$ cat src/rtl/or1200_except_arb_if.sv
// Handshake bundle between trigger/flush/vector logic and the
// or1200 exception arbiter.
interface or1200_except_arb_if #(
    parameter int TRIG_W = 14,
    parameter int TYPE_W = 4
);
    logic [TRIG_W-1:0] except_trig_i;
    logic              sr_tee_i;
    logic              sr_iee_i;
    logic              freeze_i;
    logic              flush_ack_i;
    logic              vec_done_i;
    logic [TYPE_W-1:0] except_type_o;
    logic              except_start_o;
    logic              epcr_we_o;
    logic              esr_we_o;
    logic              flush_req_o;
    logic              dbg_trap_o;
    logic              busy_o;

    modport master (
        output except_trig_i, sr_tee_i, sr_iee_i,
        output freeze_i, flush_ack_i, vec_done_i,
        input  except_type_o, except_start_o,
        input  epcr_we_o, esr_we_o,
        input  flush_req_o, dbg_trap_o, busy_o
    );

    modport slave (
        input  except_trig_i, sr_tee_i, sr_iee_i,
        input  freeze_i, flush_ack_i, vec_done_i,
        output except_type_o, except_start_o,
        output epcr_we_o, esr_we_o,
        output flush_req_o, dbg_trap_o, busy_o
    );
endinterface

$ cat src/rtl/or1200_except_arb.sv
// Exception arbiter: latches triggers, picks a fixed-priority
// winner and sequences flush, drain and vector fetch.
module or1200_except_arb #(
    parameter int TRIG_W    = 14,
    parameter int TYPE_W    = 4,
    parameter int FLUSH_CYC = 3
) (
    input logic clk,
    input logic rst,
    or1200_except_arb_if.slave bus
);
    localparam int IDX_W = $clog2(TRIG_W);
    localparam logic [TYPE_W-1:0] TRAP_TYPE = TYPE_W'(4'he);

    typedef enum logic [1:0] {IDLE, REQ, DRAIN, VEC} state_t;

    state_t              state, state_d;
    logic [TRIG_W-1:2]   pend, pend_d;
    logic [2:0]          cnt, cnt_d;
    logic [TYPE_W-1:0]   typ, typ_d;
    logic                start_q, start_d;
    logic                trap_q, trap_d;
    logic [TRIG_W-1:0]   cand;
    logic [IDX_W-1:0]    win;
    logic [TYPE_W-1:0]   win_type;
    logic                sel;

    assign cand = {pend | bus.except_trig_i[TRIG_W-1:2],
                   bus.except_trig_i[1] & bus.sr_iee_i,
                   bus.except_trig_i[0] & bus.sr_tee_i};

    always_comb begin
        win = '0;
        for (int i = 0; i < TRIG_W; i++)
            if (cand[i]) win = IDX_W'(i);
    end

    always_comb begin
        win_type = '0;
        case (win)
            4'd0:    win_type = 4'h5;
            4'd1:    win_type = 4'h8;
            4'd2:    win_type = 4'hd;
            4'd3:    win_type = 4'hb;
            4'd4:    win_type = 4'h3;
            4'd5:    win_type = 4'hc;
            4'd6:    win_type = 4'he;
            4'd7:    win_type = 4'h9;
            4'd8:    win_type = 4'h6;
            4'd9:    win_type = 4'h7;
            4'd10:   win_type = 4'h2;
            4'd11:   win_type = 4'h4;
            4'd12:   win_type = 4'h2;
            4'd13:   win_type = 4'ha;
            default: win_type = '0;
        endcase
    end

    always_comb begin
        state_d = state;
        cnt_d   = cnt;
        typ_d   = typ;
        start_d = 1'b0;
        trap_d  = 1'b0;
        sel     = 1'b0;
        case (state)
            IDLE: begin
                if (|cand && !bus.freeze_i) begin
                    state_d = REQ;
                    typ_d   = win_type;
                    start_d = 1'b1;
                    sel     = 1'b1;
                end
            end
            REQ: begin
                if (bus.flush_ack_i) begin
                    state_d = DRAIN;
                    cnt_d   = 3'(FLUSH_CYC - 1);
                end
            end
            DRAIN: begin
                if (cnt == 3'd0) begin
                    if (typ == TRAP_TYPE) begin
                        state_d = IDLE;
                        trap_d  = 1'b1;
                    end else begin
                        state_d = VEC;
                    end
                end else begin
                    cnt_d = cnt - 3'd1;
                end
            end
            VEC: begin
                if (bus.vec_done_i) state_d = IDLE;
            end
            default: state_d = IDLE;
        endcase
    end

    // A winner taken straight from the trigger line is consumed; a
    // re-assertion while its pending bit is being cleared is kept.
    always_comb begin
        pend_d = pend;
        for (int i = 2; i < TRIG_W; i++) begin
            if (sel && win == IDX_W'(i))
                pend_d[i] = pend[i] & bus.except_trig_i[i];
            else
                pend_d[i] = pend[i] | bus.except_trig_i[i];
        end
    end

    always_ff @(posedge clk or negedge rst) begin
        if (!rst) begin
            state   <= IDLE;
            pend    <= '0;
            cnt     <= '0;
            typ     <= '0;
            start_q <= 1'b0;
            trap_q  <= 1'b0;
        end else begin
            state   <= state_d;
            pend    <= pend_d;
            cnt     <= cnt_d;
            typ     <= typ_d;
            start_q <= start_d;
            trap_q  <= trap_d;
        end
    end

    assign bus.except_type_o  = (state == IDLE) ? '0 : typ;
    assign bus.except_start_o = start_q;
    assign bus.epcr_we_o      = start_q;
    assign bus.esr_we_o       = start_q;
    assign bus.flush_req_o    = (state == REQ);
    assign bus.dbg_trap_o     = trap_q;
    assign bus.busy_o         = (state != IDLE);
endmodule

$ cat src/flat_wrapper.sv
// flat-port wrapper written by rule: the top's interface ports become plain ports
module or1200_except_arb_flat 
#(
    parameter int TRIG_W    = 14,
    parameter int TYPE_W    = 4,
    parameter int FLUSH_CYC = 3
)
  (clk, rst, bus_except_trig_i, bus_sr_tee_i, bus_sr_iee_i, bus_freeze_i, bus_flush_ack_i, bus_vec_done_i, bus_except_type_o, bus_except_start_o, bus_epcr_we_o, bus_esr_we_o, bus_flush_req_o, bus_dbg_trap_o, bus_busy_o);
  or1200_except_arb_if #(.TRIG_W(TRIG_W), .TYPE_W(TYPE_W)) bus_i ();
  input logic clk;
  input logic rst;
  input wire logic [$bits(bus_i.except_trig_i)-1:0] bus_except_trig_i;
  input wire logic [$bits(bus_i.sr_tee_i)-1:0] bus_sr_tee_i;
  input wire logic [$bits(bus_i.sr_iee_i)-1:0] bus_sr_iee_i;
  input wire logic [$bits(bus_i.freeze_i)-1:0] bus_freeze_i;
  input wire logic [$bits(bus_i.flush_ack_i)-1:0] bus_flush_ack_i;
  input wire logic [$bits(bus_i.vec_done_i)-1:0] bus_vec_done_i;
  output wire logic [$bits(bus_i.except_type_o)-1:0] bus_except_type_o;
  output wire logic [$bits(bus_i.except_start_o)-1:0] bus_except_start_o;
  output wire logic [$bits(bus_i.epcr_we_o)-1:0] bus_epcr_we_o;
  output wire logic [$bits(bus_i.esr_we_o)-1:0] bus_esr_we_o;
  output wire logic [$bits(bus_i.flush_req_o)-1:0] bus_flush_req_o;
  output wire logic [$bits(bus_i.dbg_trap_o)-1:0] bus_dbg_trap_o;
  output wire logic [$bits(bus_i.busy_o)-1:0] bus_busy_o;
  assign bus_i.except_trig_i = bus_except_trig_i;
  assign bus_i.sr_tee_i = bus_sr_tee_i;
  assign bus_i.sr_iee_i = bus_sr_iee_i;
  assign bus_i.freeze_i = bus_freeze_i;
  assign bus_i.flush_ack_i = bus_flush_ack_i;
  assign bus_i.vec_done_i = bus_vec_done_i;
  assign bus_except_type_o = bus_i.except_type_o;
  assign bus_except_start_o = bus_i.except_start_o;
  assign bus_epcr_we_o = bus_i.epcr_we_o;
  assign bus_esr_we_o = bus_i.esr_we_o;
  assign bus_flush_req_o = bus_i.flush_req_o;
  assign bus_dbg_trap_o = bus_i.dbg_trap_o;
  assign bus_busy_o = bus_i.busy_o;
  or1200_except_arb #(.TRIG_W(TRIG_W), .TYPE_W(TYPE_W), .FLUSH_CYC(FLUSH_CYC)) u_core (.clk(clk), .rst(rst), .bus(bus_i));
endmodule
$ cat config.mk
export PLATFORM = sky130hd
export DESIGN_NAME = or1200_except_arb_flat
export DESIGN_NICKNAME = d
export VERILOG_FILES = /design/src/rtl/or1200_except_arb_if.sv /design/src/rtl/or1200_except_arb.sv /design/src/flat_wrapper.sv
export SDC_FILE = /design/constraint.sdc
export NUM_CORES = 1
export LEC_CHECK = 0
export BUFFER_PORTS_ARGS = -buffer_cell sky130_fd_sc_hd__buf_2
export CORE_ASPECT_RATIO = 1.4
export CORE_MARGIN = 1.5
export CORE_UTILIZATION = 36
export CTS_CLUSTER_SIZE = 8
export DETAILED_ROUTE_END_ITERATION = 6
export PLACE_DENSITY = 0.64
export SLEW_MARGIN = 25
export SYNTH_ARGS = -nofsm -noshare
export SYNTH_HDL_FRONTEND = slang
export SYNTH_SLANG_ARGS = --single-unit
$ cat constraint.sdc
create_clock -name clk -period 2.9 [get_ports clk]
set_clock_uncertainty 0.05 [all_clocks]
set_input_delay 0.29 -clock clk [delete_from_list [all_inputs] [get_ports clk]]
set_output_delay 0.29 -clock clk [all_outputs]
set_load 0.01 [all_outputs]
======== Word level (Yosys, flattened, before mapping) ========
Memories as Yosys holds them, arrays and structs flattened. A register that Yosys moved wholly into a read port is not among the register bits.
Index checks and enable logic that the tools add are counted.
word-level totals
  word-level logic and storage cells ...... 118
  output and inout bits ................... 10
  input port bits ......................... 21
  memories kept ........................... 1
  register bits after elaboration ......... 19
  ROM bits ................................ 64
cells by class
  muxes and demuxes ....................... 40
  equality and inequality tests ........... 21
  reduce and logical (&&, ||, !) cells .... 23
  bitwise gates (word level) .............. 27
  add/subtract/negate cells ............... 1
memories
  memory           depth  width  rd ports  clocked after memory_dff  write ports  line                     source
  (no name shown)  16     4      1         1                         0            or1200_except_arb.sv:40  case (win)
operator list
  kind                 number
  $mux 4               13
  $eq 4x4->1 const B   7
  $mux 1               18
  $eq 4x3->1 const B   4
  $and 1x1->1          14
  $reduce_or 14->1     1
  $logic_and 1x1->1    13
  $or 1x1->1           12
  $or 12x12->12        1
  $mux 2               5
  $eq 4x2->1 const B   2
  $pmux 2 s4           1
  $mux 3               2
  $ne 2x2->1 const B   3
  $pmux 3 s2           1
  $eq 2x2->1 const B   2
  $ne 2x1->1 const B   2
  $reduce_and 4->1     1
  $reduce_bool 2->1    2
  $logic_not 3->1      1
  $reduce_and 3->1     1
  $sub 3x1->3 const B  1
  $eq 2x1->1 const B   1
  $logic_not 1->1      2
  other kinds (2)      2

======== Longest topological paths before layout ========
Gate-level depths: netlist of the first run.
  depth after elaboration ................. 17
  mapped depth ............................ 9
  mapped depth without buffers ............ 9

======== Worst setup path after synthesis of the first run ========
No wires, ideal clock.
  path kind ............................... register -> register
  start point ............................. reg u_core.pend[4] in the netlist's numbering
  end point ............................... reg u_core.typ[2]
  setup time .............................. 0.082 ns
  data arrival time ....................... 2.336 ns
  stages on the path, launching flop included .. 9
  setup slack ............................. 0.432 ns
  data required time ...................... 2.768 ns
  path through ............................ dfrtp_1 -> or2_2 -> a221oi_1 -> o22ai_1 -> o31ai_1 -> inv_1 -> ha_1 -> o32a_2 -> a31oi_1
between the ends
  longest elaborated chain between the ends .. 11
  elaborated cells on any way between the ends .. 14
ends and longest elaborated chain
  element                   line                      source
  start: declaration        or1200_except_arb.sv:18   logic [TRIG_W-1:2] pend, pend_d;
  start signal: assignment  or1200_except_arb.sv:122  pend <= pend_d;
  $or 12x12->12 (*)         or1200_except_arb.sv:28   assign cand = {pend | bus.except_trig_i[TRIG_W-1:2],
  $mux 4 (10 in series)     or1200_except_arb.sv:35   if (cand[i]) win = IDX_W'(i);
  end: declaration          or1200_except_arb.sv:20   logic [TYPE_W-1:0] typ, typ_d;
Mark *: on every way between the ends. The rest lies on a longest branch, timed or not.
A chain may end at the register's enable or synchronous reset.

======== Worst setup path in the final report of the first run ========
Ends and elaborated chain as after synthesis.

==> impl_metrics.toml, run 1 <==
[logic_synthesis]
ys.warnings.count = 0
syn_nets = 187
ys_seq_elements = 23
synthDistinctLibCells = 45
synth_edf_count = 0
syn_area_um2 = 1530
synthArstFlopShare_pct = 100
yosysSeqAreaShare_pct = 37.7
synth_flop_cell = "dfrtp_1"
synthCells = 158
avgSynthCellArea_um2 = 9.65
synth.area.top_cells = "dfrtp_1, ha_1, nand2_1, nor4_2, maj3_2"
yosysTopAreaCell = "dfrtp_1"
synth_top_area_share_pct = 37.7

[global_routing]
antenna_found_initial = 0
grt_max_degree = 24
grt_use_total_pct = 16.7
grt_first_pass_wirelength_um = 6000
grt_remaining_overflow = 0
grt_pass1_vias = 1322

[layout]
stdcell_count = 234
mostFrequentLayoutCell = "buf_2"
drive_gt1_share_pct = 31.4
fin_nets = 221
antennaDiodeCount = 0
multi_input_area_um2 = 886
regArea_um2 = 576
fillers = 392
area_delta_synth_final_pct = 16.3
final_cell_mix = "buf_2, dfrtp_1, nand2_1"
final_core_util_pct = 44.5

[pwr]
leakagePower_nw = 0.731
vdd_drop_max_uv = 164
p_per_area_nw_per_um2 = 581

[timing]
worstMarginPinSlew_ps = 533
period_share_pct = 87.3
setup_viol = 0
period_minus_slack_ps = 2530
relSlewSlack_pct = 64.4
fin_hold_ws_ps = 254
fmax_mhz = 395
tns_ps = 0
hold_violations = 0
slew_viol_final = 0
rsz0062_at_grt = "false"
setup_ws_ps = 369

[clocking]
clock_latency_ps = 270
ctsResizeCount = 0
cts-buffers-inserted = 3
clock-root-buffer = "clkbuf_8"
cts_num_sinks = 23
cts_tree = "yes"
cts_max_level = 1
clock_path_buffers = 2
clk_pin_slew_ps = 90

[worst_setup_path]
cp-end-kind = "flip-flop"
critPathLaunchType = "flip-flop"
worstPathArrival_ps = 2680
worstPathRequired_ps = 3050
slowest_delay_ps = 410
path_class = "reg -> reg"
cp_top_family = "compound AO/OA/AOI/OAI gates"
crit_path_max_fanout = 3
crit_chain = "or2_2 -> a221oi_1 -> o22ai_1 -> o31ai_1 -> inv_1 -> ha_1 -> o32a_2 -> a31oi_1"
worst-path-buf-inv = 1
crit_slowest_cell = "dfrtp_1"

[die]
start_util_pct = 38.3
rows = 27
io_pins = 31
coreArea_um2 = 3990
dieArea_um2 = 4640
die_w_um = 58.0
die_h_um = 80.0

[placed_design]
pre_cts_slack_ps = 320
port_buffers = 30
hpwl_um = 2660
place_inst = 229
gp_congestion = 0.768

[route]
routed_wl_um = 3380
drcViolationCount = 0
via_per_inst = 5.61
dr.first_iter.drc_count = 75
wire_per_inst_um = 14.5
firstDrtPassIters = 6
vias = 1312
postRouteAntennaNets = 0

[flow_run]
cap_violations = 0

[hold_path]
hold_path.class = "in -> reg"

[status]
status = "complete, no violations"
-- synthesized netlist by cell type (all sizes together), types with 4 or more instances --
cell    number
maj3         8
o21ai        6
nor2b        5
dfrtp       23
a221oi       4
ha           8
nand3        5
nor2        14
a21oi        8
nor4         6
nand2       17
a31oi        7
inv          8
-- power by group --
| part | switching (mW) | internal [mW] |
|---|---|---|
| clock network | 0.110 | 0.0963 |
| registers | 0.0717 | 0.372 |
| logic | 0.205 | 0.175 |
| total | 0.387 | 0.644 |
-- state kept, by name, indices dropped and copies added (netlist names) --
| register | cells |
|---|---|
| u_core.typ | 4 |
| u_core.bus.dbg_trap_o | 1 |
| u_core.pend | 12 |
| u_core.bus.epcr_we_o | 1 |
| u_core.state | 2 |
| u_core.cnt | 3 |
-- final cells by class --
type	count	share of cell area, %
Clock inverter	1	0.282
Multi-Input combinational cell	122	49.9
Tap cell	43	3.03
Sequential cell	23	32.4
Clock buffer	3	2.33
Timing Repair Buffer	34	10.3
Inverter	8	1.69
-- stage by stage --
stage	area, µm²	total power [mW]
detailed placement	1720	0.833
global placement	1720	0.829
finish	1770	1.03
global route	1770	1.11
floorplan	1530	0.707
CTS	1770	1.04
-- repair_timing --
item / in CTS / in global routing
endpoints found under the hold margin: 23 / 0
hold buffers: 1 / 0
setup buffers: 0 / 0
-- worst min-delay path, delay by kind of cell --
family / cells / cell delay, ps
buf+inv: 1 / 90
compound gates: 2 / 160
-- final timing paths --
kind	start	slack [ps]	cells past startpoint	end
max	u_core.pend[4]$_DFF_PN0_	370	8	u_core.typ[2]$_DFFE_PN0P_
min	bus_freeze_i	250	3	u_core.state[0]$_DFFE_PN0P_
max reg2reg	u_core.pend[4]$_DFF_PN0_	370	8	u_core.typ[2]$_DFFE_PN0P_
min reg2reg	u_core.cnt[2]$_DFFE_PN0P_	450	1	u_core.cnt[2]$_DFFE_PN0P_
max in group asynchronous	rst	1960	2	u_core.pend[13]$_DFF_PN0_
min in group asynchronous	rst	480	2	u_core.state[0]$_DFFE_PN0P_
-- kinds of logic after synthesis --
logic type      after synthesis  synth area share (%)
simple gates                 66                  27.0
fa+ha+maj                    16                  12.2
compound gates               40                  18.9
flops                        23                  37.7
buf+inv                      13                  4.18
-- metal layers --
metal | up-vias | wire (µm) | global-route usage, %
met2 | 29 | 1630 | 28.2
met3 | 9 | 143 | 3.40
met1 | 629 | 1550 | 20.2
li1 | 645 | - | -
met4 | 0 | 68 | 7.21
met5 | - | 0 | 0
Note: power is estimated with default switching activity, not from simulation.
==> run 2: changes to the inputs <==
Clock period 2.9 ns to 3.2 ns, I/O delays scaled along.
==> run 2 against run 1 <==
Net effect: register-to-register slack gained 70 ps; critical path depth is the same; routed wire length shrank 3.3%; via count shrank 2.4%; clock-buffer cell count grew 1.
==> impl_metrics.toml, run 2 (synthesis gave the netlist of run 1 again) <==
[timing]
setup_ws_ps = 442
relSlewSlack_pct = 61.6
period_minus_slack_ps = 2760
worstMarginPinSlew_ps = 573
slew_viol_final = 0
tns_ps = 0
hold_violations = 0
fmax_mhz = 363
period_share_pct = 86.2
setup_viol = 0
rsz0062_at_grt = "false"

[die]
io_pins = 31
dieArea_um2 = 4640
coreArea_um2 = 3990
die_h_um = 80.0
start_util_pct = 38.3
rows = 27
die_w_um = 58.0

[placed_design]
hpwl_um = 2600
place_inst = 227
gp_congestion = 0.862
pre_cts_slack_ps = 357
port_buffers = 30
dpl-instance-area_um2 = 1700

[route]
wire_per_inst_um = 14.1
drcViolationCount = 0
via_per_inst = 5.52
dr.first_iter.drc_count = 81
vias = 1280
routed_wl_um = 3270
postRouteAntennaNets = 0
firstDrtPassIters = 6

[clocking]
cts_tree = "yes"
cts_max_level = 1
cts_setup_buffers = 0
clock_path_buffers = 2
clock-root-buffer = "clkbuf_8"
ctsResizeCount = 0
clk_pin_slew_ps = 80
cts_num_sinks = 23
cts-buffers-inserted = 3
clock_latency_ps = 260

[worst_setup_path]
path_class = "reg -> reg"
cp-end-kind = "flip-flop"
reg2reg_to = "u_core.typ[2]$_DFFE_PN0P_"
worstPathArrival_ps = 2900
cp-startpoint = "u_core.pend[4]$_DFF_PN0_"
crit_end = "u_core.typ[2]$_DFFE_PN0P_"
r2r_start = "u_core.pend[4]$_DFF_PN0_"
crit_path_max_fanout = 4
rrSetupSlack_ps = 440
critPathLaunchType = "flip-flop"
r2r_cells = 8
worstPathRequired_ps = 3340

[global_routing]
grt_max_degree = 24
grt_pass1_vias = 1283
antenna_found_initial = 0
grt_use_total_pct = 15.7
grt_first_pass_wirelength_um = 5780
grt_remaining_overflow = 0

[flow_run]
cap_violations = 0

[pwr]
leakagePower_nw = 0.720
vdd_drop_max_uv = 192
total_power_mw = 0.922
p_per_area_nw_per_um2 = 524

[layout]
fin_nets = 219
finish.instance_area_um2 = 1760
drive_gt1_share_pct = 30.2
antennaDiodeCount = 0
mostFrequentLayoutCell = "buf_2"
largest_reg_flops = 12
largest-register = "u_core.pend"
top_regs = "u_core.pend (12), u_core.typ (4), u_core.cnt (3)"
stdcell_count = 232
final_cell_mix = "buf_2, dfrtp_1, nand2_1"
area_delta_synth_final_pct = 15.3

[status]
status = "complete, no violations"

[hold_path]
hold_path.class = "in -> reg"
hp-start = "bus_freeze_i"
==> run 2: cell count changes in the layout (fill, tap and decap cells not counted), sizes merged <==
cell,previous run,this run
buf,33,31
clkbuf,3,4
clkinv,1,0
==> run 2: stage by stage <==
step	hold slack, ps	utilization, %
final	291	44.1
after global routing	293	44.1
after CTS	287	44.1
after detailed placement	278	42.7
after global placement	278	42.7
after floorplan	-25.6	-
==> run 2: cell type report <==
type	instances	area, µm²
sequential	23	576
inverter	8	30.0
timing repair buffer	32	168
fill	405	2230
clock buffer	4	45.0
multi-input combinational	122	886
tap	43	53.8
==> run 2: worst min path at each step <==
| stage | to | depth (start not counted) |
|---|---|---|
| after floorplan | u_core.bus.dbg_trap_o$_DFF_PN0_ | 0 |
| after global placement | u_core.pend[2]$_DFF_PN0_ | 1 |
| after detailed placement | u_core.pend[2]$_DFF_PN0_ | 1 |
| after CTS | u_core.state[0]$_DFFE_PN0P_ | 3 |
| after global routing | u_core.pend[11]$_DFF_PN0_ | 3 |
| final | u_core.state[0]$_DFFE_PN0P_ | 3 |
==> run 2: repair_timing <==
item                       CTS  global route
hold endpoints to repair    23             0
hold buffers                 1             0
setup endpoints to repair    0             0
==> run 2: metal layers <==
metal  GRT usage [%]  up-vias  part of all wire (%)  routed length, µm
met4            3.02        0                     0                  0
met2            27.3       34                    51               1660
met1            20.5      602                    45               1480
li1                -      644                     -                  -
met5               0        -                     0                  0
met3            2.11        0                   4.0                131
==> run 2: power breakdown <==
part | switching (mW) | internal [mW]
registers | 0.0643 | 0.338
clock network | 0.0925 | 0.0889
logic | 0.184 | 0.154
==> run 2: critical path, stage by stage, from the launching register on <==
cell	delay, ps
dfrtp_1	410
or2_2	280
a221oi_1	360
o22ai_1	180
o31ai_1	470
inv_1	160
ha_1	230
o32a_2	380
a31oi_1	160
==> run 3: changes to the inputs <==
Settings changed: CORE_ASPECT_RATIO 1.4 to not set.
==> run 3 against run 2 <==
Net effect: sequential share of layout area fell by 0.19 points; critical path depth did not move; clock power barely moved.
==> impl_metrics.toml, run 3 (synthesis gave the netlist of run 1 again) <==
[die]
die_w_um = 68.1
io_pins = 31
dieArea_um2 = 4640
die_h_um = 68.1
coreArea_um2 = 4030
start_util_pct = 37.9
rows = 23

[timing]
fmax_mhz = 358
slew_viol_final = 0
tns_ps = 0
period_minus_slack_ps = 2790
period_share_pct = 87.2
relSlewSlack_pct = 65.3
fin_hold_ws_ps = 293
hold_violations = 0
worstMarginPinSlew_ps = 520
rsz0062_at_grt = "false"
setup_viol = 0

[pwr]
p_seq_share_pct = 43.7
p_per_area_nw_per_um2 = 519
p_comb_share_pct = 36.3
netSwitchingPower_mw = 0.338
clkPwrFrac_pct = 20.0
swShare_pct = 36.9
leakagePower_nw = 0.723
internal_power_mw = 0.579
vdd_drop_max_uv = 314

[route]
dr.first_iter.drc_count = 51
postRouteAntennaNets = 0
via_per_inst = 5.32
wire_per_inst_um = 13.6
drcViolationCount = 0
routed_wl_um = 3250
firstDrtPassIters = 4
vias = 1271

[clocking]
ctsResizeCount = 0
clock_path_buffers = 2
clk_pin_slew_ps = 80
clock-root-buffer = "clkbuf_8"
cts-buffers-inserted = 3
postCtsHoldBufs = 1
cts_max_level = 1
cts_setup_buffers = 0
cts_num_sinks = 23
clock_latency_ps = 270
cts_tree = "yes"

[global_routing]
grt_pass1_vias = 1199
grt_use_total_pct = 16.2
grt_remaining_overflow = 0
grt_first_pass_wirelength_um = 5580
grt_max_degree = 24
antenna_found_initial = 0

[layout]
largest-register = "u_core.pend"
largest_reg_flops = 12
top_regs = "u_core.pend (12), u_core.typ (4), u_core.cnt (3)"
fin_nets = 219
final_cell_mix = "buf_2, dfrtp_1, nand2_1"
antennaDiodeCount = 0
finish.instance_area_um2 = 1770
area_delta_synth_final_pct = 15.9
mostFrequentLayoutCell = "buf_2"
drive_gt1_share_pct = 30.7

[worst_setup_path]
cp-end-kind = "flip-flop"
reg2reg_to = "u_core.typ[2]$_DFFE_PN0P_"
rrSetupSlack_ps = 410
crit_path_max_fanout = 4
path_class = "reg -> reg"
worstPathArrival_ps = 2930
worstPathRequired_ps = 3340
r2r_start = "u_core.pend[4]$_DFF_PN0_"
critPathLaunchType = "flip-flop"
r2r_cells = 8

[hold_path]
min_to = "u_core.pend[6]$_DFF_PN0_"
hold_path.class = "in -> reg"
holdPathStages = 2
hp-start = "bus_except_trig_i[6]"

[flow_run]
cap_violations = 0

[placed_design]
dpl-instance-area_um2 = 1710
port_buffers = 30
gp_congestion = 0.797
hpwl_um = 2580

[status]
status = "complete, no violations"
## run 3: cell types whose count changed in the layout (fill, tap and decap cells not counted), sizes merged
cell	delta
clkinv	+1
clkbuf	-1
## run 3: through the flow
stage / util (%) / power (mW) / instances / worst slack [ps]
finish: 43.9 / 0.917 / 239 / 409
global route: 43.9 / 1.00 / 239 / 167
CTS: 43.9 / 0.933 / 239 / 419
detailed placement: 42.5 / 0.745 / 234 / 380
global placement: 42.5 / 0.740 / 234 / 494
floorplan: - / 0.641 / 158 / 732
## run 3: power by group through the flow
stage | combinational, mW | clock, mW | sequential [mW]
floorplan | 0.267 | 0 | 0.374
global placement | 0.335 | 0 | 0.405
detailed placement | 0.337 | 0 | 0.407
CTS | 0.339 | 0.192 | 0.401
global route | 0.383 | 0.206 | 0.412
finish | 0.333 | 0.183 | 0.401
## run 3: worst max path at each step
stage	start	to	slack [ps]	depth (start not counted)
2_1_floorplan	u_core.pend[4]$_DFF_PN0_	u_core.typ[2]$_DFFE_PN0P_	730	8
3_3_place_gp	bus_except_trig_i[4]	u_core.typ[2]$_DFFE_PN0P_	490	9
3_5_place_dp	bus_except_trig_i[4]	u_core.typ[2]$_DFFE_PN0P_	380	9
4_1_cts	u_core.pend[4]$_DFF_PN0_	u_core.typ[2]$_DFFE_PN0P_	420	8
5_1_grt	u_core.pend[4]$_DFF_PN0_	u_core.typ[2]$_DFFE_PN0P_	170	8
6_report	u_core.pend[4]$_DFF_PN0_	u_core.typ[2]$_DFFE_PN0P_	410	8
## run 3: worst max-delay path: stages, from the launching register on
cell and delay, ps:
dfrtp_1 410, or2_2 280, a221oi_1 400, o22ai_1 180, o31ai_1 460, inv_1 170, ha_1 230, o32a_2 370
a31oi_1 150
## run 3: cell type report
type | instances | area [µm²]
timing repair buffer | 32 | 168
clock inverter | 1 | 5.00
fill | 399 | 2260
sequential | 23 | 576
clock buffer | 3 | 41.3
tap | 50 | 62.6
multi-input combinational | 122 | 886
inverter | 8 | 30.0
## run 3: metal layers
metal	global-route usage [%]	wire length, µm
met1	21.0	1580
met2	26.1	1480
met3	3.45	149
met4	6.75	50
met5	0	0
